## src/rtl/tr_pkg.sv

```systemverilog
// Shared types and helpers for the tr_track_stepper tracking regulator.
// Holds the FSM state and zone enums, the timer width and the absolute-difference helper.
package tr_pkg;

    typedef enum logic [1:0] {
        IDLE     = 2'd0,
        DIR      = 2'd1,
        PULSE_HI = 2'd2,
        PULSE_LO = 2'd3
    } state_t;

    typedef enum logic [1:0] {
        HOLD = 2'd0,
        SLOW = 2'd1,
        FAST = 2'd2
    } zone_t;

    // Wide enough for any step period or setup delay used by the regulator
    localparam int TR_CNT_W = 16;

    // |a - b| for unsigned operands; callers zero-extend to 32 bits and truncate the result
    function automatic logic [31:0] abs_diff(input logic [31:0] a, input logic [31:0] b);
        if (a >= b) begin
            return a - b;
        end else begin
            return b - a;
        end
    endfunction

endpackage

```

## src/rtl/tr_step_gen.sv

```systemverilog
// Loadable down-counter used by the stepper FSM for pulse-high, pulse-low and direction-setup timing.
// Loading N makes done assert during the N-th cycle after the load edge.
module tr_step_gen
    import tr_pkg::*;
#(
    parameter int CNT_W = TR_CNT_W
) (
    input  logic             clk,
    input  logic             rst,
    input  logic             load,
    input  logic [CNT_W-1:0] load_val,
    output logic             done
);

    logic [CNT_W-1:0] r_cnt;

    // Count down from the loaded value and park at zero
    always_ff @(posedge clk or posedge rst) begin
        if (rst) begin
            r_cnt <= {CNT_W{1'b0}};
        end else if (load) begin
            r_cnt <= load_val;
        end else if (r_cnt != {CNT_W{1'b0}}) begin
            r_cnt <= r_cnt - CNT_W'(1);
        end
    end

    assign done = (r_cnt == CNT_W'(1));

endmodule

```

## src/rtl/tr_track_stepper.sv

```systemverilog
// Tracking regulator: compares ADC samples with a setpoint and drives a step/dir motor driver toward it,
// with a deadband, slow/fast step zones, direction-setup delay and a signed position counter.
// Optional build macro TR_AVG_EN: average 2^AVG_LOG2 samples before each decision.
module tr_track_stepper
    import tr_pkg::*;
#(
    parameter int W         = 12,
    parameter int POS_W     = 16,
    parameter int PULSE_W   = 4,
    parameter int SLOW_DIV  = 40,
    parameter int FAST_DIV  = 10,
    parameter int DIR_SETUP = 3
`ifdef TR_AVG_EN
    ,parameter int AVG_LOG2 = 2
`endif
) (
    input  logic                    clk,
    input  logic                    rst,
    input  logic                    enable,
    input  logic                    data_valid,
    input  logic [W-1:0]            x,
    input  logic [W-1:0]            x0,
    input  logic [W-1:0]            dx1,
    input  logic [W-1:0]            dx2,
    output logic                    drv_SM,
    output logic                    drv_step,
    output logic                    drv_dir,
    output logic                    in_window,
    output logic                    busy,
    output logic signed [POS_W-1:0] pos
);

    localparam logic [TR_CNT_W-1:0] LD_HI      = TR_CNT_W'(PULSE_W);
    localparam logic [TR_CNT_W-1:0] LD_SLOW_LO = TR_CNT_W'(SLOW_DIV - PULSE_W);
    localparam logic [TR_CNT_W-1:0] LD_FAST_LO = TR_CNT_W'(FAST_DIV - PULSE_W);
    localparam logic [TR_CNT_W-1:0] LD_DIR     = TR_CNT_W'(DIR_SETUP);

    state_t                  r_state;
    zone_t                   r_zone;
    logic                    r_sm;
    logic                    r_step;
    logic                    r_dir;
    logic                    r_in_window;
    logic                    r_busy;
    logic signed [POS_W-1:0] r_pos;

    logic                    w_valid;
    logic [W-1:0]            w_x;
    logic [W-1:0]            w_abs;
    logic                    w_new_dir;
    logic                    w_decide;
    zone_t                   w_zone;
    logic signed [POS_W-1:0] w_pos_step;
    logic                    w_load;
    logic [TR_CNT_W-1:0]     w_load_val;
    logic                    w_done;

`ifdef TR_AVG_EN
    localparam int SUM_W = W + AVG_LOG2;

    logic [SUM_W-1:0]    r_acc;
    logic [AVG_LOG2-1:0] r_cnt;
    logic                r_avg_valid;
    logic [W-1:0]        r_avg_x;
    logic [SUM_W-1:0]    w_sum;

    assign w_sum = r_acc + SUM_W'(x);

    // Accumulate enabled samples; every 2^AVG_LOG2 samples emit the truncated mean as a one-cycle strobe
    always_ff @(posedge clk or posedge rst) begin
        if (rst) begin
            r_acc       <= {SUM_W{1'b0}};
            r_cnt       <= {AVG_LOG2{1'b0}};
            r_avg_valid <= 1'b0;
            r_avg_x     <= {W{1'b0}};
        end else if (!enable) begin
            r_acc       <= {SUM_W{1'b0}};
            r_cnt       <= {AVG_LOG2{1'b0}};
            r_avg_valid <= 1'b0;
        end else begin
            r_avg_valid <= 1'b0;
            if (data_valid) begin
                if (r_cnt == {AVG_LOG2{1'b1}}) begin
                    r_avg_x     <= w_sum[SUM_W-1:AVG_LOG2];
                    r_avg_valid <= 1'b1;
                    r_acc       <= {SUM_W{1'b0}};
                    r_cnt       <= {AVG_LOG2{1'b0}};
                end else begin
                    r_acc <= w_sum;
                    r_cnt <= r_cnt + AVG_LOG2'(1);
                end
            end
        end
    end

    assign w_valid = r_avg_valid;
    assign w_x     = r_avg_x;
`else
    assign w_valid = data_valid;
    assign w_x     = x;
`endif

    assign w_abs      = W'(abs_diff(32'(w_x), 32'(x0)));
    assign w_new_dir  = (w_x < x0);
    assign w_decide   = (r_state == IDLE) && w_valid && enable;
    // The direction is already final when a pulse starts, so the step sign comes from r_dir
    assign w_pos_step = r_dir ? POS_W'(1) : {POS_W{1'b1}};

    // Classify the current error against the deadband and the fast threshold
    always_comb begin
        w_zone = HOLD;
        if (w_abs <= dx1) begin
            w_zone = HOLD;
        end else if (w_abs <= dx2) begin
            w_zone = SLOW;
        end else begin
            w_zone = FAST;
        end
    end

    // Timer loads coincide with the FSM transitions that start a timed state
    always_comb begin
        w_load     = 1'b0;
        w_load_val = LD_HI;
        case (r_state)
            IDLE: begin
                if (w_decide && (w_zone != HOLD)) begin
                    w_load     = 1'b1;
                    w_load_val = (w_new_dir != r_dir) ? LD_DIR : LD_HI;
                end else begin
                    w_load = 1'b0;
                end
            end
            DIR: begin
                if (enable && w_done) begin
                    w_load     = 1'b1;
                    w_load_val = LD_HI;
                end else begin
                    w_load = 1'b0;
                end
            end
            PULSE_HI: begin
                if (enable && w_done) begin
                    w_load     = 1'b1;
                    w_load_val = (r_zone == FAST) ? LD_FAST_LO : LD_SLOW_LO;
                end else begin
                    w_load = 1'b0;
                end
            end
            PULSE_LO: w_load = 1'b0;
            default:  w_load = 1'b0;
        endcase
    end

    tr_step_gen #(
        .CNT_W(TR_CNT_W)
    ) u_timer (
        .clk      (clk),
        .rst      (rst),
        .load     (w_load),
        .load_val (w_load_val),
        .done     (w_done)
    );

    // Stepper FSM: decides in IDLE, inserts direction setup, times the step pulse and owns every output
    always_ff @(posedge clk or posedge rst) begin
        if (rst) begin
            r_state     <= IDLE;
            r_zone      <= HOLD;
            r_sm        <= 1'b0;
            r_step      <= 1'b0;
            r_dir       <= 1'b0;
            r_in_window <= 1'b0;
            r_busy      <= 1'b0;
            r_pos       <= {POS_W{1'b0}};
        end else begin
            r_sm <= enable;
            case (r_state)
                IDLE: begin
                    if (w_decide) begin
                        r_zone <= w_zone;
                        if (w_zone == HOLD) begin
                            r_in_window <= 1'b1;
                        end else begin
                            r_in_window <= 1'b0;
                            r_busy      <= 1'b1;
                            if (w_new_dir != r_dir) begin
                                r_dir   <= w_new_dir;
                                r_state <= DIR;
                            end else begin
                                r_state <= PULSE_HI;
                                r_step  <= 1'b1;
                                r_pos   <= r_pos + w_pos_step;
                            end
                        end
                    end
                end
                DIR: begin
                    if (!enable) begin
                        r_state <= IDLE;
                        r_busy  <= 1'b0;
                    end else if (w_done) begin
                        r_state <= PULSE_HI;
                        r_step  <= 1'b1;
                        r_pos   <= r_pos + w_pos_step;
                    end
                end
                PULSE_HI: begin
                    // A started pulse always runs its full width, even if enable drops
                    if (w_done) begin
                        r_step <= 1'b0;
                        if (enable) begin
                            r_state <= PULSE_LO;
                        end else begin
                            r_state <= IDLE;
                            r_busy  <= 1'b0;
                        end
                    end
                end
                PULSE_LO: begin
                    if (!enable || w_done) begin
                        r_state <= IDLE;
                        r_busy  <= 1'b0;
                    end
                end
                default: begin
                    r_state <= IDLE;
                    r_step  <= 1'b0;
                    r_busy  <= 1'b0;
                end
            endcase
        end
    end

    assign drv_SM    = r_sm;
    assign drv_step  = r_step;
    assign drv_dir   = r_dir;
    assign in_window = r_in_window;
    assign busy      = r_busy;
    assign pos       = r_pos;

endmodule

```

## config.mk

```make
export PLATFORM = sky130hd
export DESIGN_NAME = tr_track_stepper
export DESIGN_NICKNAME = d
export VERILOG_FILES = /design/src/rtl/tr_pkg.sv /design/src/rtl/tr_step_gen.sv /design/src/rtl/tr_track_stepper.sv
export SDC_FILE = /design/constraint.sdc
export NUM_CORES = 1
export LEC_CHECK = 0
export ABC_AREA = 1
export CORE_MARGIN = 1
export CORE_UTILIZATION = 56
export CTS_CLUSTER_DIAMETER = 120
export DETAILED_ROUTE_END_ITERATION = 6
export PLACE_DENSITY = 0.93
export SYNTH_ARGS = -nofsm -noshare
export SYNTH_HDL_FRONTEND = slang
export SYNTH_SLANG_ARGS = --single-unit
```

## constraint.sdc

```tcl
create_clock -name clk -period 2.8 [get_ports clk]
set_clock_uncertainty 0.2 [all_clocks]
set_input_delay 0.56 -clock clk [delete_from_list [all_inputs] [get_ports clk]]
set_output_delay 0.56 -clock clk [all_outputs]
set_load 0.05 [all_outputs]
```

==> results.txt, run 1 <==
----------------------------------------------------
[CTS]
  TritonCTS Buffers ... 5
  H-tree depth ... 2
  Post-CTS Hold Fix Bufs ... 0
  CTS root buf ... sky130_fd_sc_hd__clkbuf_8
  Max clock buf depth ... 2
  TritonCTS sink count ... 41

[Global routing]
  Largest net degree at the start of global routing ... 42
  Overall overflow remaining after global route ... 199
  Tot GR Track Use ... 0.824

[Logic synthesis]
  Portion of the post-synthesis area used by sequential elements ... 0.213
  Post-synthesis sequential element count ... 41
  Most common flop cell mapped by yosys ... sky130_fd_sc_hd__dfrtp_1
  Number of flops mapped to enable cells by yosys ... 0
  Syn_area_per_cell ... 6.64 sq um
  Number of instances in the synthesized netlist ... 726
  Number of nets in the synthesized netlist ... 849
  Netlist cell types ... 39
  Post-synthesis async set-or-reset flop share ... 1.00
  Cell area after technology mapping ... 4820 sq um
  Warnings from Yosys ... 0

[Placed design]
  DP Wirelength ... 12,000 um
  RD Place Congestion ... 1.00
  IO buf count ... 72

[Status]
  Outcome ... aborted with a tool error
  Last flow stage reached ... global routing
  Stop err ... [ERROR GRT-0232] Routing congestion too high. Check the congestion heatmap in the GUI.

[Floorplan]
  Top-level port count ... 73
  DIE WIDTH ... 94.8 um
  Y dimension of the die ... 94.8 um
  Cell row count ... 33
  Starting utilization of the core area ... 0.584

[STA]
  Worst endpoint type ... register data pin
  Critical endpoint after global-route timing repair ... pos[3]$_DFFE_PP0P_/D

----------------------------------------------------
through the flow:
stage | cell area (sq um) | setup TNS (ns) | util | worst slack (ns) | cells
floorplan | 4910 | -25.13 | - | -0.764 | 726
global placement | 6380 | -56.01 | 0.773 | -1.45 | 983
detailed placement | 6380 | -61.85 | 0.773 | -1.64 | 983
CTS | 7120 | -24.53 | 0.862 | -0.674 | 1001
Yosys cell counts (all sizes together), types with 6 or more instances:
| cell type | number | area [sq um] |
|---|---|---|
| a21oi | 48 | 240 |
| o21ai | 31 | 159 |
| buf | 9 | 68.8 |
| nor2 | 53 | 226 |
| a21o | 6 | 45.0 |
| nand3 | 42 | 230 |
| nand4 | 11 | 75.1 |
| xor2 | 30 | 263 |
| nor3 | 10 | 50.1 |
| ha | 68 | 851 |
| dfrtp | 41 | 1030 |
| xnor2 | 8 | 70.1 |
| nand2 | 221 | 850 |
| inv | 126 | 473 |
metal layers:
layer / GRT usage / GRT overflow
met3: 0.687 / 1
met2: 1.02 / 130
met4: 0.928 / 67
met1: 0.746 / 1
met5: 0.310 / 0
kinds of logic after synthesis:
logic type / count (synthesis) / synth area share
flops: 41 / 0.213
buf+inv: 136 / 0.113
fa+ha+maj: 71 / 0.189
compound gates: 95 / 0.108
simple gates: 345 / 0.308
xor+xnor: 38 / 0.0690
what timing repair did:
action,in CTS
setup buffers,11
gates cloned,1
pin swaps,58
resized for setup,189
endpoints found under the hold margin,0
setup endpoints to repair,40
==> run 2, diff against run 1 <==
Settings changed: CORE_UTILIZATION 56 to 40, CTS_CLUSTER_DIAMETER 120 to not set, PLACE_DENSITY 0.93 to not set, PLACE_DENSITY_LB_ADDON set to 0.15.
==> results.txt, run 2 <==
----------------------------------------------------
[Status]
  Outcome ... complete, but fails checks
  Violated checks ... DRC, setup timing

[Setup path]
  Crit-path leading delay family ... simple AND/OR/NAND/NOR gates
  Buffers & Inverters on Critical Path ... 8
  Crit path kind ... in -> reg
  Cell breakdown of the critical path ... clkdlybuf4s15_1, inv_2, ha_4, buf_4, nand4_1, buf_4, o21ai_1, xor2_1, nand2_1, nand2_1, inv_2, ha_4, nand2_2, nor2_1, and2_4, nand2_2, nand2_2, inv_2, buf_4, nand3_4, nand2_8, buf_8, a211oi_2
  Cell with the largest stage delay on the worst path ... sky130_fd_sc_hd__ha_4
  Setup crit end kind ... register
  Worst endpoint required time ... 2.80 ns
  CP Max Fanout ... 7
  Worst path max stage delay ... 0.28 ns
  WP data arrival ... 3.64 ns
  Startpoint Class ... input port

[Logic synthesis]
  Synth top cells by count ... sky130_fd_sc_hd__nand2_1 (213), sky130_fd_sc_hd__inv_1 (123), sky130_fd_sc_hd__ha_1 (68)
  Dominant combinational cell family by area after synthesis ... simple AND/OR/NAND/NOR gates
  Yosys top cell by area ... sky130_fd_sc_hd__dfrtp_1
  Portion of the post-synthesis area used by sequential elements ... 0.213
  Post-synthesis sequential element count ... 41
  Cell area after technology mapping ... 4820 sq um
  Syn_area_per_cell ... 6.64 sq um
  Complex-gate fraction of the synthesized area ... 0.108
  Parity-gate share of the synthesized area counting xor and xnor cells ... 0.0690
  Most common flop cell mapped by yosys ... sky130_fd_sc_hd__dfrtp_1
  Cell types occupying the most area after synthesis ... sky130_fd_sc_hd__dfrtp_1 (21%), sky130_fd_sc_hd__ha_1 (18%), sky130_fd_sc_hd__nand2_1 (17%)
  Number of flops mapped to enable cells by yosys ... 0
  Area fraction of the dominant cell type after synthesis ... 0.213
  Post-synthesis share of cell area spent on full adders, half adders and majority gates ... 0.189
  Most numerous cell in the Yosys netlist ... sky130_fd_sc_hd__nand2_1
  Share of cell area taken by muxes after synthesis ... 0
  Post-synthesis async set-or-reset flop share ... 1.00
  Warnings from Yosys ... 0
  Basic-gate share of the synthesized area counting and, or, nand and nor cells ... 0.308
  Netlist cell types ... 39
  Number of instances in the synthesized netlist ... 726
  Number of nets in the synthesized netlist ... 849

[Floorplan]
  Top-level port count ... 73
  Starting utilization of the core area ... 0.417
  Y dimension of the die ... 112 um
  Core outline area ... 11,600 sq um
  DIE WIDTH ... 112 um
  Cell row count ... 39
  Total Die Area ... 12,500 sq um

[Routing]
  Via-per-instance ratio ... 4.97
  First DRT Iteration DRCs ... 289
  Post-detailed-routing wire length ... 14,300 um
  Pre-Repair DR Iteration Count ... 6
  Detailed-route via count ... 5,322
  Average wire per cell in the routed design ... 13.4 um
  Antenna Violating Nets Remaining ... 0
  DRC violation count after routing ... 7

[CTS]
  H-tree depth ... 2
  CTS tree ... built
  TritonCTS Buffers ... 5
  Clock-pin slew reported for the worst setup and hold paths after clock tree synthesis ... 0.06 ns
  Max clock buf depth ... 2
  Clock network latency to the later pin of the worst-skew pair ... 0.29 ns
  CTS root buf ... sky130_fd_sc_hd__clkbuf_16
  TritonCTS sink count ... 41

[Cells and area]
  Net count, final ... 1,049
  Share of post-route cells with drive strength above 1 ... 0.372
  Leading cell type in the layout, fill and taps excluded ... sky130_fd_sc_hd__nand2_1
  Number of antenna repair diodes ... 0
  Final core utilization ... 0.681
  Relative area change from synthesis to final layout ... 63.4%
  Final design instance area without fill ... 7880 sq um
  Highest-count cells in the layout ignoring fill and taps ... sky130_fd_sc_hd__nand2_1 (157), sky130_fd_sc_hd__buf_4 (107), sky130_fd_sc_hd__inv_1 (97)

[STA]
  Setup ws final ... -0.836 ns
  Max-slew violations ... 0
  Hold_ws ... 0.300 ns
  Final Hold Fails ... 0
  Setup Viol. Count Final ... 40
  Part of the cycle the worst path needs ... 1.30
  Highest achievable clock rate ... 275 MHz
  Pin slew with the least headroom to its limit ... 0.533 ns
  Worst slew margin relative to its limit ... 0.645
  Final critical delay including setup and external delays ... 3.64 ns
  Unrepaired setup endpoints after global routing ... yes

[Placed design]
  DP Wirelength ... 10,200 um
  IO buf count ... 72
  RD Place Congestion ... 0.879
  Cell area after placement ... 6470 sq um

[Global routing]
  Tot GR Track Use ... 0.225
  Via count of the first global-routing pass ... 5,286
  Overall overflow remaining after global route ... 0
  Antenna violations before repair ... 0
  First-pass GRT wire length ... 23,400 um
  Largest net degree at the start of global routing ... 42

[Min path]
  Worst hold path type ... reg -> reg

[Power]
  Static power due to leakage ... 0.00400 uW
  Power per standard cell area ... 315 nW/um^2
  Peak supply drop ... 0.204 mV
  Sum of internal, switching and leakage power ... 2480 uW

[Flow run]
  Total of max-cap violations ... 0

----------------------------------------------------
run 2: cell counts after synthesis:
Identical to the previous run, type by type.
run 2: cell type report:
type,count,area (sq um)
timing repair inverter,1,7.51
clock buffer,5,125
timing repair buffer,200,1790
tap,143,179
inverter,127,497
sequential,41,1030
fill,908,3690
clock inverter,3,17.5
multi-input combinational,550,4240
run 2: per-layer routing:
metal | share of wire | up-vias | track usage
met5 | 0 | - | 0
met4 | 0.022 | 0 | 0.0577
met3 | 0.031 | 29 | 0.0250
met2 | 0.50 | 90 | 0.395
met1 | 0.45 | 2503 | 0.292
li1 | - | 2700 | -
run 2: timing repair:
action | 4_1_cts | 5_1_grt
pin swaps | 84 | 55
gates resized for setup | 229 | 76
setup buffers | 22 | 10
endpoints found under the setup margin | 40 | 40
hold buffers | 0 | 0
gates cloned | 3 | 0
run 2: power breakdown:
part | internal, uW | leakage, uW | switching (uW)
Clock | 327 | 0.0000696 | 244
Combinational | 667 | 0.00344 | 647
Sequential | 593 | 0.000493 | 0.272
Total | 1590 | 0.00400 | 891
run 2: worst paths after layout:
path	start	endpoint	slack [ns]	cells past startpoint
max in group asynchronous	rst	u_timer.r_cnt[11]$_DFFE_PP0P_	1.51	3
hold / removal	drv_step$_DFFE_PP0P_	drv_step$_DFFE_PP0P_	0.30	2
setup reg to reg	drv_dir$_DFFE_PP0P_	pos[15]$_DFFE_PP0P_	0.38	14
min in group asynchronous	rst	pos[9]$_DFFE_PP0P_	0.50	3
hold reg to reg	drv_step$_DFFE_PP0P_	drv_step$_DFFE_PP0P_	0.30	2
setup / recovery	x[3]	u_timer.r_cnt[3]$_DFFE_PP0P_	-0.84	23
run 2: logic make-up (layout without fill, tap and decap cells):
kind of cell	count (synthesis)	after routing
buffers and inverters	136	336
flip-flops	41	41
AND/OR/NAND/NOR	345	345
XOR/XNOR	38	38
AO/OA/AOI/OAI	95	96
adder cells (fa/ha/maj)	71	71
run 2: stage by stage:
stage | cells | setup TNS, ns | worst slack (ns)
finish | 1070 | -31.55 | -0.836
global route | 1070 | -38.58 | -1.02
global placement | 1029 | -60.08 | -1.55
detailed placement | 1029 | -63.07 | -1.64
floorplan | 726 | -25.13 | -0.764
CTS | 1060 | -27.30 | -0.756
run 2: worst min-delay path, stage by stage, from the launching register on:
cell and delay (ns):
sky130_fd_sc_hd__dfrtp_1 0.36, sky130_fd_sc_hd__o21ai_1 0.07, sky130_fd_sc_hd__nand2_1 0.05
No activity file was read; power rests on OpenSTA's default activity.
==> edit (flow settings as in run 2) <==
Encoding of `state_t`: now one-hot (4 bits for 4 states).
--- a/src/rtl/tr_pkg.sv
+++ b/src/rtl/tr_pkg.sv
@@ -2,11 +2,11 @@
 // Holds the FSM state and zone enums, the timer width and the absolute-difference helper.
 package tr_pkg;
 
-    typedef enum logic [1:0] {
-        IDLE     = 2'd0,
-        DIR      = 2'd1,
-        PULSE_HI = 2'd2,
-        PULSE_LO = 2'd3
+    typedef enum logic [3:0] {
+        IDLE     = 4'b0001,
+        DIR      = 4'b0010,
+        PULSE_HI = 4'b0100,
+        PULSE_LO = 4'b1000
     } state_t;
 
     typedef enum logic [1:0] {
Formal check against the unedited RTL: same outputs for any inputs over 10 cycles, from zero or initial values and one cycle with rst high; not proved beyond that.
==> edit against run 2 <==
  * The flow finishes with violations (negative setup slack)
  * Sequential cell count rose by 2
  * Non-clock buffer count shrank 29
  * Area after synthesis grew 2.9%
  * Final area fell by 4.9%
  * Setup slack lost 140 ps
  * Routed wire length fell by 5.0%
  * Critical path depth grew 5
  * Largest cell class unchanged
Power is left out: it rests on default switching activity, and per cell area and clock period it moved more than threefold.
==> edit: results <==
{
  "place_congestion": 0.882,
  "fill_cells": 1101,
  "post_dp_cell_area_mm2": 0.00655,
  "synth_xor_area_frac": 0.0689,
  "violations": "negative setup slack",
  "inv_count": 135,
  "setup_tns_ps": -36700,
  "setup_ws_ps": -974,
  "wl_met2_mm": 7.35,
  "fin_hold_ws_ps": 302,
  "vias": 5208,
  "vias_per_cell": 4.83,
  "synth_nets": 853,
  "place_ws_ps": -1590,
  "seq_cells": 43,
  "worst_slew_pin_slew_ps": 539,
  "status": "finished, violations left",
  "final-nonclk-buf-share": 0.201,
  "grt_usage": 0.216,
  "arrival_ps": 3760,
  "synth_compound_area_frac": 0.109,
  "wl_met1_mm": 5.63,
  "crit_path_max_fanout": 8,
  "hpwl_mm": 10.5,
  "multi_input_area_share": 0.533,
  "buffers": 171,
  "rows": 40,
  "grt.met2_usage": 0.428,
  "reg2reg_slack_ps": 320,
  "setup_viol": 42,
  "drt_iter0_markers": 165,
  "synthesis.instances": 735
}
-- edit: cell count changes after synthesis, moves of 5 or more --
cell      change
xnor2_1       -6
nand2_1      -11
ha_1          -5
o21bai_1      +5
nor2_1        +6
o21ai_0       -5
xor2_1        +7
nand2_2       +7
-- edit: timing repair --
action                                  CTS  global route
gates resized for setup                 125            40
endpoints found under the setup margin   42            42
hold buffers                              0             0
buffers inserted                         16             5
pin swaps                                55            28
gates cloned                              5             0
-- edit: critical path: stages --
cell and delay [ps]:
buf_6 90, buf_6 120, inv_12 40, ha_4 130
inv_4 40, fa_2 390, nand3_2 90, nand3_4 80
nand3_4 80, nand3_4 80, a31oi_4 290, clkinvlp_4 220
nand2_1 100, nand2_1 60, inv_2 80, ha_4 200
nand2_2 60, nor2_1 40, and2_1 160, nand2_1 60
nand2_1 60, inv_2 70, nand2_4 50, nand2_4 90
buf_6 130, nand4_4 180, nand2_1 130, nand2_1 60
